$ cat src/rtl/xor_deser_pkg.sv
// Shared types and constants for the XOR-stage bit deserializer.
// Width default, counter sizing and out-register state encoding.
package xor_deser_pkg;

  localparam int DESER_WIDTH_DEF = 8;

  function automatic int cnt_w(input int width);
    return $clog2(width);
  endfunction

  typedef enum logic {
    EMPTY = 1'b0,
    FULL  = 1'b1
  } oreg_st_e;

endpackage

$ cat src/rtl/xor_deser_outreg.sv
// One-entry word holding register: load, drain and stall decode.
// Parity bit is carried only when DESER_PARITY_EN is defined.
module xor_deser_outreg
  import xor_deser_pkg::*;
#(
  parameter int WIDTH = DESER_WIDTH_DEF
) (
  input  logic             clk,
  input  logic             reset,
  input  logic             load_i,
  input  logic [WIDTH-1:0] data_i,
`ifdef DESER_PARITY_EN
  input  logic             par_i,
  output logic             par_o,
`endif
  input  logic             ready_i,
  output logic [WIDTH-1:0] data_o,
  output logic             valid_o
);

  oreg_st_e         st_q, st_d;
  logic [WIDTH-1:0] data_q, data_d;
`ifdef DESER_PARITY_EN
  logic             par_q, par_d;
`endif

  always_ff @(posedge clk) begin
    if (reset) begin
      st_q   <= EMPTY;
      data_q <= '0;
`ifdef DESER_PARITY_EN
      par_q  <= 1'b0;
`endif
    end else begin
      st_q   <= st_d;
      data_q <= data_d;
`ifdef DESER_PARITY_EN
      par_q  <= par_d;
`endif
    end
  end

  // A load while FULL only happens when the old word drains this cycle.
  always_comb begin
    st_d   = st_q;
    data_d = data_q;
`ifdef DESER_PARITY_EN
    par_d  = par_q;
`endif
    unique case (st_q)
      EMPTY: begin
        if (load_i) st_d = FULL;
      end
      FULL: begin
        if (load_i)       st_d = FULL;
        else if (ready_i) st_d = EMPTY;
      end
      default: st_d = EMPTY;
    endcase
    if (load_i) begin
      data_d = data_i;
`ifdef DESER_PARITY_EN
      par_d  = par_i;
`endif
    end
  end

  assign data_o  = data_q;
  assign valid_o = (st_q == FULL);
`ifdef DESER_PARITY_EN
  assign par_o   = par_q;
`endif

endmodule

$ cat src/rtl/xor_bit_deser.sv
// Serial-to-parallel deserializer for the XOR bit stage, LSB first.
// Optional even-parity output word_par with DESER_PARITY_EN.
module xor_bit_deser
  import xor_deser_pkg::*;
#(
  parameter int WIDTH = DESER_WIDTH_DEF
) (
  input  logic             clk,
  input  logic             reset,
  input  logic             bit_in,
  input  logic             bit_valid,
  output logic             bit_ready,
  input  logic             sync,
  output logic [WIDTH-1:0] word_out,
  output logic             word_valid,
  input  logic             word_ready
`ifdef DESER_PARITY_EN
  ,
  output logic             word_par
`endif
);

  localparam int CW = cnt_w(WIDTH);
  localparam logic [CW-1:0] CNT_LAST = CW'(WIDTH - 1);

  // The top bit of a word is never stored: it arrives as bit_in.
  logic [WIDTH-2:0] sr_q, sr_d;
  logic [CW-1:0]    cnt_q, cnt_d;
  logic             last, acc, load;
  logic [WIDTH-1:0] word_nxt;

  assign last      = (cnt_q == CNT_LAST);
  assign bit_ready = !(last && word_valid && !word_ready);
  assign acc       = bit_valid && bit_ready;
  assign word_nxt  = {bit_in, sr_q};

  always_ff @(posedge clk) begin
    if (reset) begin
      sr_q  <= '0;
      cnt_q <= '0;
    end else begin
      sr_q  <= sr_d;
      cnt_q <= cnt_d;
    end
  end

  always_comb begin
    sr_d  = sr_q;
    cnt_d = cnt_q;
    load  = 1'b0;
    if (sync) begin
      cnt_d = acc ? CW'(1) : '0;
      if (acc) sr_d[0] = bit_in;
    end else if (acc) begin
      if (last) begin
        cnt_d = '0;
        load  = 1'b1;
      end else begin
        cnt_d = cnt_q + CW'(1);
        for (int i = 0; i < WIDTH - 1; i++) begin
          if (cnt_q == CW'(i)) sr_d[i] = bit_in;
        end
      end
    end
  end

  xor_deser_outreg #(
    .WIDTH(WIDTH)
  ) u_outreg (
    .clk     (clk),
    .reset   (reset),
    .load_i  (load),
    .data_i  (word_nxt),
`ifdef DESER_PARITY_EN
    .par_i   (^word_nxt),
    .par_o   (word_par),
`endif
    .ready_i (word_ready),
    .data_o  (word_out),
    .valid_o (word_valid)
  );

endmodule
$ cat config.mk
export PLATFORM = sky130hd
export DESIGN_NAME = xor_bit_deser
export DESIGN_NICKNAME = d
export VERILOG_FILES = /design/src/rtl/xor_deser_pkg.sv /design/src/rtl/xor_deser_outreg.sv /design/src/rtl/xor_bit_deser.sv
export SDC_FILE = /design/constraint.sdc
export NUM_CORES = 1
export LEC_CHECK = 0
export CAP_MARGIN = 5
export CORE_MARGIN = 1.5
export CORE_UTILIZATION = 51
export DETAILED_ROUTE_END_ITERATION = 16
export GPL_ROUTABILITY_DRIVEN = 0
export PLACE_DENSITY = 0.82
export SLEW_MARGIN = 20
export SYNTH_ARGS = -nofsm -noshare
export SYNTH_HDL_FRONTEND = slang
export SYNTH_SLANG_ARGS = --single-unit
$ cat constraint.sdc
create_clock -name clk -period 1.9 [get_ports clk]
set_clock_uncertainty 0.15 [all_clocks]
set_input_delay 0.19 -clock clk [delete_from_list [all_inputs] [get_ports clk]]
set_output_delay 0.19 -clock clk [all_outputs]
set_load 0.005 [all_outputs]
==> flow_summary.html <==
<table>
<tr><th>Metric</th><th>Value</th></tr>
<tr><th colspan="2">Route</th></tr>
<tr><td>Initial DRC Count</td><td>25</td></tr>
<tr><td>Via count</td><td>792</td></tr>
<tr><td>Post-detailed-route count of antenna-violating nets</td><td>0</td></tr>
<tr><td>Final wirelength</td><td>between 2000 and 2500 µm</td></tr>
<tr><td>Via-to-Cell Ratio</td><td>5.58</td></tr>
<tr><td>DRC errors left</td><td>0</td></tr>
<tr><td>DR WL/cell</td><td>between 10 and 15 µm</td></tr>
<tr><td>Router iterations before antenna repair</td><td>4</td></tr>
<tr><th colspan="2">Floorplanning</th></tr>
<tr><td>Horiz. Die Dim</td><td>46.4 µm</td></tr>
<tr><td>Placeable core region</td><td>between 0.0015 and 0.002 mm²</td></tr>
<tr><td>Y dimension of the die</td><td>about 46 µm</td></tr>
<tr><td>I/O pin count</td><td>16</td></tr>
<tr><td>Die area</td><td>0.00215 mm²</td></tr>
<tr><td>Starting utilization of the core area</td><td>0.549</td></tr>
<tr><td>Count of standard-cell rows</td><td>15</td></tr>
<tr><th colspan="2">Worst setup path</th></tr>
<tr><td>Worst Path Class, Setup</td><td>register to primary output</td></tr>
<tr><td>Critical Path Max Stage Delay</td><td>0.35 ns</td></tr>
<tr><td>Max Fanout on Critical Path</td><td>7</td></tr>
<tr><td>Crit path max-delay family</td><td>adder cells</td></tr>
<tr><td>Element type at the critical path end</td><td>primary output</td></tr>
<tr><td>Arrival time worst endpoint</td><td>around 1.4 ns</td></tr>
<tr><td>Critical path launch point type</td><td>register</td></tr>
<tr><td>Cell Chain, Critical Path</td><td>ha_2 -&gt; ha_4 -&gt; nand3b_4 -&gt; dlygate4sd2_1</td></tr>
<tr><td>Worst path slowest cell</td><td>dfxtp_2</td></tr>
<tr><td>Critical path buffers and inverters</td><td>1</td></tr>
<tr><td>Required time at the endpoint of the critical path</td><td>1.56 ns</td></tr>
<tr><th colspan="2">Power</th></tr>
<tr><td>Leak Pwr</td><td>0.455 nW</td></tr>
<tr><td>Clock network fraction of design power</td><td>0.304</td></tr>
<tr><td>Switching fraction of total power</td><td>0.237</td></tr>
<tr><td>Combinational power share</td><td>0.098</td></tr>
<tr><td>Share of total power in sequential cells</td><td>0.598</td></tr>
<tr><td>Power per standard cell area</td><td>576 mW/mm²</td></tr>
<tr><td>IR Drop Worst-Case VDD</td><td>between 0.4 and 0.5 mV</td></tr>
<tr><td>Reported net switching power</td><td>between 0.00015 and 0.0002 W</td></tr>
<tr><td>Internal Pwr Total</td><td>just over 0.0005 W</td></tr>
<tr><th colspan="2">Logic synthesis</th></tr>
<tr><td>Yosys warning count</td><td>0</td></tr>
<tr><td>Synthesis-stage register bit count</td><td>19</td></tr>
<tr><td>Top area cells in the synthesized netlist</td><td>dfxtp_1 40%, ha_1 7.8%, mux2i_1 7.3%, a21oi_1 5.7%, nand2b_1 5.2%</td></tr>
<tr><td>Count of distinct cell types in the synthesized netlist</td><td>29</td></tr>
<tr><td>Dominant synthesized flop cell</td><td>dfxtp_1</td></tr>
<tr><td>Library cell with the highest instance count after synthesis</td><td>dfxtp_1</td></tr>
<tr><td>Synthesized area divided by synthesized cell count</td><td>9.58 µm²</td></tr>
<tr><td>Instance count of the mapped netlist</td><td>100</td></tr>
<tr><td>Seq/Total Area, Yosys</td><td>0.397</td></tr>
<tr><td>Synthesized Nets</td><td>112</td></tr>
<tr><td>Number of flops mapped to enable cells by yosys</td><td>0</td></tr>
<tr><td>Leading post-synthesis cells by instance count</td><td>19 x dfxtp_1, 11 x a21oi_1, 8 x nand2b_1, 8 x nand3_1, 8 x o21ai_0</td></tr>
<tr><td>Async set-reset flop share out of synthesis</td><td>0</td></tr>
<tr><td>Area leader, netlist</td><td>dfxtp_1</td></tr>
<tr><td>Fraction of post-synthesis cell area in the top cell type by area</td><td>0.397</td></tr>
<tr><td>Post-Synthesis Cell Area</td><td>approximately 960 µm²</td></tr>
<tr><th colspan="2">Layout</th></tr>
<tr><td>Antenna diode instance count</td><td>0</td></tr>
<tr><td>Area growth from synthesis to layout</td><td>23.1%</td></tr>
<tr><td>FF/Latch Area</td><td>around 380 µm²</td></tr>
<tr><td>Nets</td><td>130</td></tr>
<tr><td>Share of final-layout standard cells stronger than drive strength 1</td><td>0.145</td></tr>
<tr><td>Combined area of the multi-input logic cells</td><td>around 540 µm²</td></tr>
<tr><td>Number of filler cells placed in the layout</td><td>between 100 and 150</td></tr>
<tr><th colspan="2">Clock network</th></tr>
<tr><td>TritonCTS clock tree</td><td>done</td></tr>
<tr><td>Source-to-sink clock delay at the later pin of the worst-skew pair</td><td>~0.30 ns</td></tr>
<tr><td>Clock H-tree levels</td><td>1</td></tr>
<tr><td>Quantity of hold-fixing buffers added after cts</td><td>0</td></tr>
<tr><td>CTS Buf Count</td><td>3</td></tr>
<tr><td>Number of sinks handled by clock tree synthesis</td><td>19</td></tr>
<tr><td>Master cell of the clock root buffer</td><td>clkbuf_4</td></tr>
<tr><td>Clock-pin transition on the worst setup and hold timing paths</td><td>0.10 ns</td></tr>
<tr><td>Longest Clk Path Bufs</td><td>2</td></tr>
<tr><th colspan="2">Placed design</th></tr>
<tr><td>Detailed placer's ending HPWL</td><td>roughly 1600 µm</td></tr>
<tr><td>Number of buffers inserted by port buffering</td><td>15</td></tr>
<tr><td>Worst slack after detailed placement</td><td>0.0772 ns</td></tr>
<tr><th colspan="2">Timing</th></tr>
<tr><td>RSZ-0062 raised after global routing</td><td>false</td></tr>
<tr><td>Min Tclk post-route</td><td>roughly 1.8 ns</td></tr>
<tr><td>Worst-margin pin slew</td><td>0.461 ns</td></tr>
<tr><td>Highest achievable clock rate</td><td>approximately 560 MHz</td></tr>
<tr><td>Setup TNS after final layout</td><td>0 ns</td></tr>
<tr><td>Worst slew slack as a fraction of its limit</td><td>0.692</td></tr>
<tr><td>Pins over their slew limit</td><td>0</td></tr>
<tr><td>Fraction of the cycle the final worst path needs</td><td>0.935</td></tr>
<tr><td>Hold slack</td><td>about 0.33 ns</td></tr>
<tr><td>Final worst slack</td><td>0.124 ns</td></tr>
<tr><td>Setup violations, final</td><td>0</td></tr>
<tr><td>Hold Vio Cnt, Final</td><td>0</td></tr>
<tr><th colspan="2">Global routing</th></tr>
<tr><td>Vias in the first global route</td><td>around 780</td></tr>
<tr><td>Maximum number of pins on one net before global-route repair</td><td>12</td></tr>
<tr><td>Remaining Overflow, GRT</td><td>0</td></tr>
<tr><td>GRT Resource Usage Total</td><td>0.234</td></tr>
<tr><td>Wire length of the first global-routing pass</td><td>3530 µm</td></tr>
<tr><td>Number of antenna violations at the first check in global routing</td><td>0</td></tr>
<tr><th colspan="2">Job</th></tr>
<tr><td>Max cap viols</td><td>0</td></tr>
<tr><th colspan="2">Hold path</th></tr>
<tr><td>Hold Path Class</td><td>register to register</td></tr>
<tr><th colspan="2">Run status</th></tr>
<tr><td>Result of the run</td><td>finished clean</td></tr>
</table>
[area by class of cell]
class                   instances  share of cell area
well taps                      25              0.0265
multi-input cells              71               0.459
flip-flops and latches         19               0.324
clock buffers                   4              0.0223
inverters                       3             0.00954
repair buffers                 20               0.158
[through the flow]
| step | instance area [µm²] | total power [W] | util | cells |
|---|---|---|---|---|
| after CTS | 1180 | 0.000686 | 0.676 | 142 |
| after global placement | 1130 | 0.000475 | 0.647 | 137 |
| after floorplan | 958 | 0.000454 | - | 100 |
| final | 1180 | 0.000680 | 0.676 | 142 |
| after global routing | 1180 | 0.000709 | 0.676 | 142 |
| after detailed placement | 1130 | 0.000478 | 0.647 | 137 |
[worst reg2reg max path, delay by kind of cell (launching register included)]
family | cells | cell delay [ns]
adders and majority gates | 2 | 0.39
DFF | 1 | 0.34
and+or+nand+nor | 1 | 0.22
muxes | 1 | 0.16
buffers and inverters | 1 | 0.15
AOI/OAI and AO/OA | 1 | 0.13
[power groups by stage]
stage | combinational, W | clock [W] | sequential [W]
global route | 0.0000720 | 0.000230 | 0.000408
floorplan | 0.0000382 | 0 | 0.000416
detailed placement | 0.0000618 | 0 | 0.000416
global placement | 0.0000595 | 0 | 0.000415
CTS | 0.0000654 | 0.000213 | 0.000407
finish | 0.0000664 | 0.000207 | 0.000407
[state kept, by name, summed over array words and instances (netlist names)]
name / count
u_outreg.valid_o: 1
cnt_q: 3
sr_q: 7
u_outreg.data_o: 8
[layer usage]
layer	global-route usage	wire length (µm)	up-vias
li1	-	-	391
met1	0.292	915	371
met5	0	0	-
met2	0.386	1080	28
met3	0.0706	120	2
met4	0.0686	7	0
[cells by family after synthesis]
group,share of synthesized area
compound gates,0.140
fa+ha+maj,0.0783
buf+inv,0.0535
flops,0.397
mux,0.0731
simple gates,0.258
[placed cells by master, fill, tap and decap left out]
cell type	n
a211o_1	1
a211oi_1	1
a21o_1	1
a21oi_1	11
and3_1	1
and3b_1	1
and4bb_1	1
and4bb_2	1
buf_4	5
clkbuf_1	1
clkbuf_4	3
clkdlybuf4s50_1	14
dfxtp_1	17
dfxtp_2	2
dlygate4sd2_1	1
ha_1	4
ha_2	1
ha_4	1
inv_1	3
mux2i_1	7
nand2_1	3
nand2b_1	8
nand2b_4	1
nand3_1	8
nand3b_1	2
nand3b_4	1
nor2_1	2
nor2b_1	1
nor3b_1	1
nor4_1	1
nor4b_2	2
o211ai_1	2
o21ai_0	8
[repair_timing]
action                                 4_1_cts  5_1_grt
setup endpoints to repair                    1        0
endpoints found under the hold margin        0        0
setup buffers                                1        0
resized for setup                            6        0
[path summary, 6_finish.rpt]
path,start,to,slack (ns),cells past startpoint
worst max-delay path,cnt_q[1]$_SDFFE_PP0P_,bit_ready,0.12,4
worst max register to register,cnt_q[0]$_SDFFE_PP0P_,sr_q[0]$_SDFFE_PP0P_,0.24,6
worst min-delay path,u_outreg.data_o[5]$_SDFFE_PP0P_,u_outreg.data_o[5]$_SDFFE_PP0P_,0.33,2
worst min register to register,u_outreg.data_o[5]$_SDFFE_PP0P_,u_outreg.data_o[5]$_SDFFE_PP0P_,0.33,2
(Power assumes the default switching activity.)
